File: src/rtl/cc_chan_pkg.sv
// Shared types and header field positions for the cc channel receive path.
// The FIFO entry layout follows CC_DATA_W; cc_chan_rx's DATA_W must match it.
package cc_chan_pkg;

   localparam int CC_DATA_W    = 7;
   localparam int CC_LEN_W     = 5;

   localparam int HDR_DEST_BIT = 0;
   localparam int HDR_LEN_LSB  = 1;
   localparam int HDR_PAR_BIT  = CC_DATA_W - 1;

   typedef enum logic {
      IDLE    = 1'b0,
      PAYLOAD = 1'b1
   } state_t;

   typedef struct packed {
      logic                 dest;
      logic [CC_DATA_W-1:0] data;
   } fifo_entry_t;

   // Header carries odd parity, so a good header has an odd number of ones overall.
   function automatic logic hdr_parity_ok(input logic [CC_DATA_W-1:0] hdr);
      return ^hdr;
   endfunction

endpackage

File: src/rtl/cc_chan_fifo.sv
// Small synchronous FIFO with registered storage, occupancy counter and full/empty flags.
// Head entry is read straight from the storage registers, so a push is visible one cycle later.
module cc_chan_fifo #(
   parameter int WIDTH = 8,
   parameter int DEPTH = 4
) (
   input  logic             clock,
   input  logic             reset,
   input  logic             push,
   input  logic [WIDTH-1:0] push_data,
   input  logic             pop,
   output logic [WIDTH-1:0] head_data,
   output logic             full,
   output logic             empty
);

   localparam int AW = $clog2(DEPTH);
   localparam int CW = AW + 1;

   logic [WIDTH-1:0] mem [DEPTH];
   logic [AW-1:0]    wr_ptr;
   logic [AW-1:0]    rd_ptr;
   logic [CW-1:0]    count;
   logic             do_push;
   logic             do_pop;

   assign full      = (count == CW'(DEPTH));
   assign empty     = (count == '0);
   assign do_push   = push && !full;
   assign do_pop    = pop && !empty;
   assign head_data = mem[rd_ptr];

   always_ff @(posedge clock) begin
      if (do_push) begin
         mem[wr_ptr] <= push_data;
      end
   end

   // Pointers wrap naturally because DEPTH is a power of two.
   always_ff @(posedge clock) begin
      if (reset) begin
         wr_ptr <= '0;
         rd_ptr <= '0;
         count  <= '0;
      end else begin
         if (do_push) begin
            wr_ptr <= wr_ptr + AW'(1);
         end
         if (do_pop) begin
            rd_ptr <= rd_ptr + AW'(1);
         end
         case ({do_push, do_pop})
            2'b10:   count <= count + CW'(1);
            2'b01:   count <= count - CW'(1);
            default: count <= count;
         endcase
      end
   end

endmodule

File: src/rtl/cc_chan_rx.sv
// Receive end of the cc channel: header/payload framing, FIFO buffering and local/pass routing.
// Optional header parity check is enabled by defining CC_CHAN_RX_PARITY_EN.
module cc_chan_rx
   import cc_chan_pkg::*;
#(
   parameter int DATA_W = CC_DATA_W,
   parameter int DEPTH  = 4,
   parameter int LEN_W  = CC_LEN_W
) (
   input  logic              clock,
   input  logic              reset,
   input  logic              ch_valid,
   input  logic [DATA_W-1:0] ch_data,
   output logic              ch_ready,
   output logic              loc_valid,
   output logic [DATA_W-1:0] loc_data,
   input  logic              loc_ready,
   output logic              pass_valid,
   output logic [DATA_W-1:0] pass_data,
   input  logic              pass_ready,
   output logic              busy,
   output logic              err
);

   state_t           state;
   state_t           state_next;
   logic [LEN_W-1:0] rem;
   logic [LEN_W-1:0] hdr_len;
   logic             dest_q;
   logic             frame_drop;
   logic             accept;
   logic             push;
   logic             pop;
   logic             full;
   logic             empty;
   fifo_entry_t      push_entry;
   fifo_entry_t      head;

   assign ch_ready = !full && !reset;
   assign accept   = ch_valid && ch_ready;
   assign hdr_len  = ch_data[HDR_LEN_LSB +: LEN_W];

   always_ff @(posedge clock) begin
      if (reset) begin
         state <= IDLE;
      end else begin
         state <= state_next;
      end
   end

   // Null frames (L=0) are fully handled in IDLE and never enter PAYLOAD.
   always_comb begin
      state_next = state;
      case (state)
         IDLE: begin
            if (accept && (hdr_len != '0)) begin
               state_next = PAYLOAD;
            end
         end
         PAYLOAD: begin
            if (accept && (rem == LEN_W'(1))) begin
               state_next = IDLE;
            end
         end
         default: state_next = IDLE;
      endcase
   end

   always_comb begin
      busy            = (state == PAYLOAD);
      push            = accept && (state == PAYLOAD) && !frame_drop;
      push_entry.dest = dest_q;
      push_entry.data = ch_data;
   end

   always_ff @(posedge clock) begin
      if (reset) begin
         rem    <= '0;
         dest_q <= 1'b0;
      end else if (accept) begin
         if (state == IDLE) begin
            rem    <= hdr_len;
            dest_q <= ch_data[HDR_DEST_BIT];
         end else begin
            rem    <= rem - LEN_W'(1);
         end
      end
   end

`ifdef CC_CHAN_RX_PARITY_EN
   logic drop_q;
   logic err_q;
   logic hdr_bad;

   assign hdr_bad = !hdr_parity_ok(ch_data);

   // A bad header still frames its payload so the stream stays aligned; the words are just not stored.
   always_ff @(posedge clock) begin
      if (reset) begin
         drop_q <= 1'b0;
         err_q  <= 1'b0;
      end else if (accept && (state == IDLE)) begin
         drop_q <= hdr_bad;
         if (hdr_bad) begin
            err_q <= 1'b1;
         end
      end
   end

   assign frame_drop = drop_q;
   assign err        = err_q;
`else
   assign frame_drop = 1'b0;
   assign err        = 1'b0;
`endif

   cc_chan_fifo #(
      .WIDTH (DATA_W + 1),
      .DEPTH (DEPTH)
   ) u_fifo (
      .clock     (clock),
      .reset     (reset),
      .push      (push),
      .push_data (push_entry),
      .pop       (pop),
      .head_data (head),
      .full      (full),
      .empty     (empty)
   );

   // Head-of-line routing: the head's dest picks the port, so a blocked pass word stalls local traffic too.
   always_comb begin
      loc_valid  = !empty && head.dest;
      pass_valid = !empty && !head.dest;
      loc_data   = loc_valid  ? head.data : '0;
      pass_data  = pass_valid ? head.data : '0;
      pop        = (loc_valid && loc_ready) || (pass_valid && pass_ready);
   end

endmodule

File: config.mk
export PLATFORM = sky130hd
export DESIGN_NAME = cc_chan_rx
export DESIGN_NICKNAME = d
export VERILOG_FILES = /design/src/rtl/cc_chan_pkg.sv /design/src/rtl/cc_chan_fifo.sv /design/src/rtl/cc_chan_rx.sv
export SDC_FILE = /design/constraint.sdc
export NUM_CORES = 1
export LEC_CHECK = 0
export CAP_MARGIN = 5
export CORE_MARGIN = 2
export CORE_UTILIZATION = 58
export CTS_CLUSTER_SIZE = 25
export DETAILED_ROUTE_END_ITERATION = 12
export GPL_TIMING_DRIVEN = 0
export PLACE_DENSITY = 0.91
export SETUP_SLACK_MARGIN = 0.3
export SLEW_MARGIN = 20
export SYNTH_ARGS = -nofsm -noshare
export SYNTH_HDL_FRONTEND = slang
export SYNTH_HIERARCHICAL = 1
export SYNTH_SLANG_ARGS = --single-unit
File: constraint.sdc
create_clock -name clock -period 5.69 [get_ports clock]
set_input_delay 1.707 -clock clock [delete_from_list [all_inputs] [get_ports clock]]
set_output_delay 1.707 -clock clock [all_outputs]
set_load 0.05 [all_outputs]
== After elaboration in Yosys (flattened, before gate mapping) ==
Memories as Yosys holds them, arrays and structs flattened. A register that Yosys moved wholly into a read port is not among the register bits.
Cells that the tools add are included.
Word-level totals
  bits of input ports: 12
  memories: 1
  memory bits (writable): 32
  output and inout port bits: 19
  register bits after elaboration: 14
Memories
  u_fifo.mem: depth 4, bits a word 8, rd ports 1, clocked after Yosys merged registers in 1, write ports 1, RTL line cc_chan_fifo.sv:20  | logic [WIDTH-1:0] mem [DEPTH];
Cells by class
  $add $sub $neg: 5
  equal/unequal tests: 4
  multiplexer cells: 11
  reduce and logical (&&, ||, !) cells: 20
  bitwise operators: 1
Operators with widths (number)
  $mux 7: 2
  $logic_and 1x1->1: 11
  $pmux 3 s2: 1
  $eq 5x1->1 const B: 1
  $mux 5: 1
  $reduce_bool 5->1: 1
  $sub 5x1->5 const B: 1
  $add 2x1->2 const B: 2
  $logic_not 1->1: 4
  $mux 1: 4
  $mux 2: 2
  $add 3x1->3 const B: 1
  $eq 3x3->1 const B: 1
  $logic_not 3->1: 1
  $sub 3x1->3 const B: 1
  $eq 2x1->1 const B: 1
  $eq 2x2->1 const B: 1
  $pmux 1 s2: 1
  $reduce_and 2->1: 1
  $reduce_bool 2->1: 1
  $logic_or 1x1->1: 1
  $not 1->1: 1

== Longest topological paths before layout ==
  word-level depth: 8
  gate-level depth with buffers: 12
  mapped depth without buffers: 12

== Cells and area by module ==
The synthesis kept the hierarchy.
Modules (own cells, without submodules)
  cc_chan_fifo: times used 1, area each 1635.3 µm², seq. area each 1141.1 µm², cells each 96
  cc_chan_rx: times used 1, area each 594.3 µm², seq. area each 140.1 µm², cells each 75

== Least setup slack after synthesis ==
Ideal clock, no wire load.
  path type: input to output
  start: input port reset
  end: output port ch_ready
  required time: 3.983 ns
  path slack: 1.511 ns
  stages: 2
  buffers on the path: 1
  arrival: 2.472 ns
  path through: buf_6 > nor2_1
On the way
  longest elaborated chain between the ends: 2
Ends and longest elaborated chain
  from (decl): RTL line cc_chan_rx.sv:11  | input logic reset,
  $logic_not 1->1: RTL line cc_chan_rx.sv:39  | assign ch_ready = !full && !reset;
  $logic_and 1x1->1: RTL line cc_chan_rx.sv:39
  to (decl): RTL line cc_chan_rx.sv:14  | output logic ch_ready,
Every way passes these cells.

==> impl_metrics.env <==
export IMPL_status="finished clean"
export IMPL_yosys_register_bits=48
export IMPL_dr_first_iter_drc_count=65
export IMPL_placement_cell_area_sq_um=2570
export IMPL_top_level_ports=31
export IMPL_cts_buffers_inserted=5
export IMPL_htree_num_levels=2
export IMPL_floorplan_die_area_sq_um=4360
export IMPL_nNetsFinal=226
export IMPL_synth_top_cells_by_count="32 x edfxtp_1, 19 x and2_1, 16 x dfxtp_1"
export IMPL_min_path_type="reg -> reg"
export IMPL_vias_per_cell=5.71
export IMPL_power_density_nw_per_um2=242
export IMPL_cts_resized_gates=0
export IMPL_post_route_cell_area_sq_um=2660
export IMPL_rsz0062_at_grt="no"
export IMPL_global_route_usage_total_pct=21.3
export IMPL_worst_hold_path_endpoint="rem[1]$_SDFFE_PP0N_"
export IMPL_initial_utilization_pct=60.4
export IMPL_reg2reg_slack_ps=2670
export IMPL_timing_clock_skew_ps=6.00
export IMPL_clkSinkCount=48
export IMPL_mappedNetlistNets=191
export IMPL_synth_top_cell_by_area="edfxtp_1"
export IMPL_clock_tree_buffer_depth=2
export IMPL_most_common_cell_in_the_synthesized_netlist="edfxtp_1"
export IMPL_first_global_vias=1418
export IMPL_grt_max_degree=15
export IMPL_fin_total_pwr_uw=644
export IMPL_clock_tree_from_tritoncts="built"
export IMPL_timing_hold_violations_final=0
export IMPL_endpoint_kind="output port"
export IMPL_synth_yosys_warnings=6
export IMPL_drc_errors=0
export IMPL_antenna_found_initial=0
export IMPL_synth_edf_count=32
export IMPL_num_rows=22
export IMPL_critical_path_max_stage_delay_ps=790
export IMPL_critical_path_arrival_ps=2820
export IMPL_clkTransAtPathRegs_ps=80
export IMPL_drv_max_cap_violation_count=0
export IMPL_fin_crit_ps=4530
export IMPL_cpMaxStageDelayCell="clkdlybuf4s50_1"
export IMPL_num_antenna_cells=0
export IMPL_setup_viol=0
export IMPL_route_detailed_wl_per_inst_microns=16.5
export IMPL_worstRegToRegCells=12
export IMPL_synthArstFlopShare_pct=0
export IMPL_dieHeight_microns=66
export IMPL_grt_pass1_wl_microns=6690
export IMPL_layout_core_utilization_pct=72.2
export IMPL_achievable_frequency_mhz=221
export IMPL_post_route_cells_drive_above_1_share_pct=13.5
export IMPL_gp_congestion=0.830
export IMPL_cts_repair_timing_setup_buffer_count=0
export IMPL_timing_worst_setup_path_type="reg -> out"
export IMPL_floorplan_core_area_sq_um=3690
export IMPL_sum_of_net_half_perimeters_after_detailed_placement_microns=3190
export IMPL_post_cts_hold_buffer_count=0
export IMPL_finalSetupTns_ps=0
export IMPL_timing_hold_worst_path_depth=2
export IMPL_final_antenna_net_count=0
export IMPL_drt_first_pass_iters=4
export IMPL_worst_vdd_rail_ir_drop_uv=118
export IMPL_path_max_fanout=8
export IMPL_drv_slew=0
export IMPL_synth_area_sq_um=2230
export IMPL_vias_post_dr=1456
export IMPL_timing_worst_slew_pin_value_ps=498
export IMPL_grt_remaining_overflow=0
export IMPL_worst_hold_slack_ps=504
export IMPL_synth_largest_type_area_fraction_pct=43.1
export IMPL_startpoint_type="flip-flop"
export IMPL_port_buffers=28
export IMPL_yosys_most_used_dff="edfxtp_1"
export IMPL_launch_point_of_the_worst_hold_path="rem[1]$_SDFFE_PP0N_"
export IMPL_worst_skew_pair_late_latency_ps=300
export IMPL_worst_slew_margin_rel_pct=66.7
export IMPL_yosysSeqAreaShare_pct=57.5
export IMPL_die_x_microns=66
export IMPL_worst_endpoint_required_ps=3980
export IMPL_post_synth_cell_area_avg_sq_um=13.0
export IMPL_wl_microns=4200
export IMPL_clock_tree_root="clkbuf_8"
export IMPL_worstPathCellList="buf_2 -> mux4_2 -> nor2_1 -> and2_1 -> clkdlybuf4s50_1"
export IMPL_instance_count_of_the_mapped_netlist=171
export IMPL_synth_area_top_cells="edfxtp_1 43%, dfxtp_1 14%, mux4_2 8.1%"
export IMPL_rr_endpoint="u_fifo/count[2]$_SDFFE_PP0P_"
export IMPL_total_leakage_power_nw=0.905
export IMPL_ys_types=37
export IMPL_syn_to_final_growth_pct=19.4
export IMPL_final_period_utilization_pct=79.6
[per-layer routing]
metal | part of all wire (%) | wire length, microns | GRT usage, %
met1 | 41 | 1720 | 25.5
met2 | 52 | 2170 | 38.1
met3 | 5.4 | 226 | 4.77
met4 | 2.1 | 87 | 6.63
met5 | 0 | 0 | 0
[layout make-up]
cell class / instances / area, sq um
Sequential cell: 48 / 1280
Buffer: 8 / 65.1
Clock inverter: 2 / 10.0
Clock buffer: 6 / 82.6
Fill cell: 244 / 1030
Inverter: 12 / 45.0
Multi-Input combinational cell: 103 / 838
Tap cell: 48 / 60.1
Timing Repair Buffer: 28 / 280
[metrics by stage]
stage	instances	worst slack (ps)
2_1_floorplan	171	1510
6_report	255	1160
4_1_cts	255	1130
3_5_place_dp	247	1270
3_3_place_gp	247	1270
5_1_grt	255	995
[layout by cell type, fill, tap and decap left out, types with 6 or more instances in the layout]
cell type,netlist,final
and2_1,19,19
inv_1,12,12
dfxtp_1,16,16
clkdlybuf4s50_1,0,28
edfxtp_1,32,32
clkbuf_8,0,6
a21oi_1,9,9
ha_1,7,7
mux4_2,8,8
nor2_1,10,10
[worst max path at each step]
stage,start,end
finish,flip-flop,pass_data[4]
global route,flip-flop,pass_data[1]
CTS,flip-flop,pass_data[4]
detailed placement,reset,ch_ready
global placement,reset,ch_ready
floorplan,reset,ch_ready
[where the power goes]
group	leakage, nW	total (mW)	switching, mW	internal, mW
registers	0.420	0.381	0.00488	0.376
clock network	0.0510	0.204	0.107	0.0970
logic	0.434	0.0592	0.0327	0.0264
[flip-flops by register name, indices dropped and copies added, names as in the netlist, named ones only]
| register | count |
|---|---|
| u_fifo/rd_ptr | 2 |
| u_fifo/wr_ptr | 2 |
| rem | 5 |
| u_fifo/count | 3 |
| dest_q | 1 |
| u_fifo/mem | 32 |
| busy | 1 |
[critical path: cells and delay by family, from the launching register on]
kind | cells | cell delay, ps
buffers and inverters | 2 | 1060
flip-flops | 1 | 310
multiplexers | 1 | 600
AND/OR/NAND/NOR | 2 | 550
[cells by family (layout without fill, tap and decap cells)]
family	Yosys count	after routing	share of synthesized area (%)
DFF	48	48	57.5
adders and majority gates	8	8	4.83
and+or+nand+nor	56	56	15.4
AOI/OAI and AO/OA	24	24	6.62
xor gates and xnor gates	3	3	1.18
muxes	11	11	9.43
other	1	1	0.168
buffers and inverters	20	56	4.94
No activity file was read; power rests on OpenSTA's default activity.
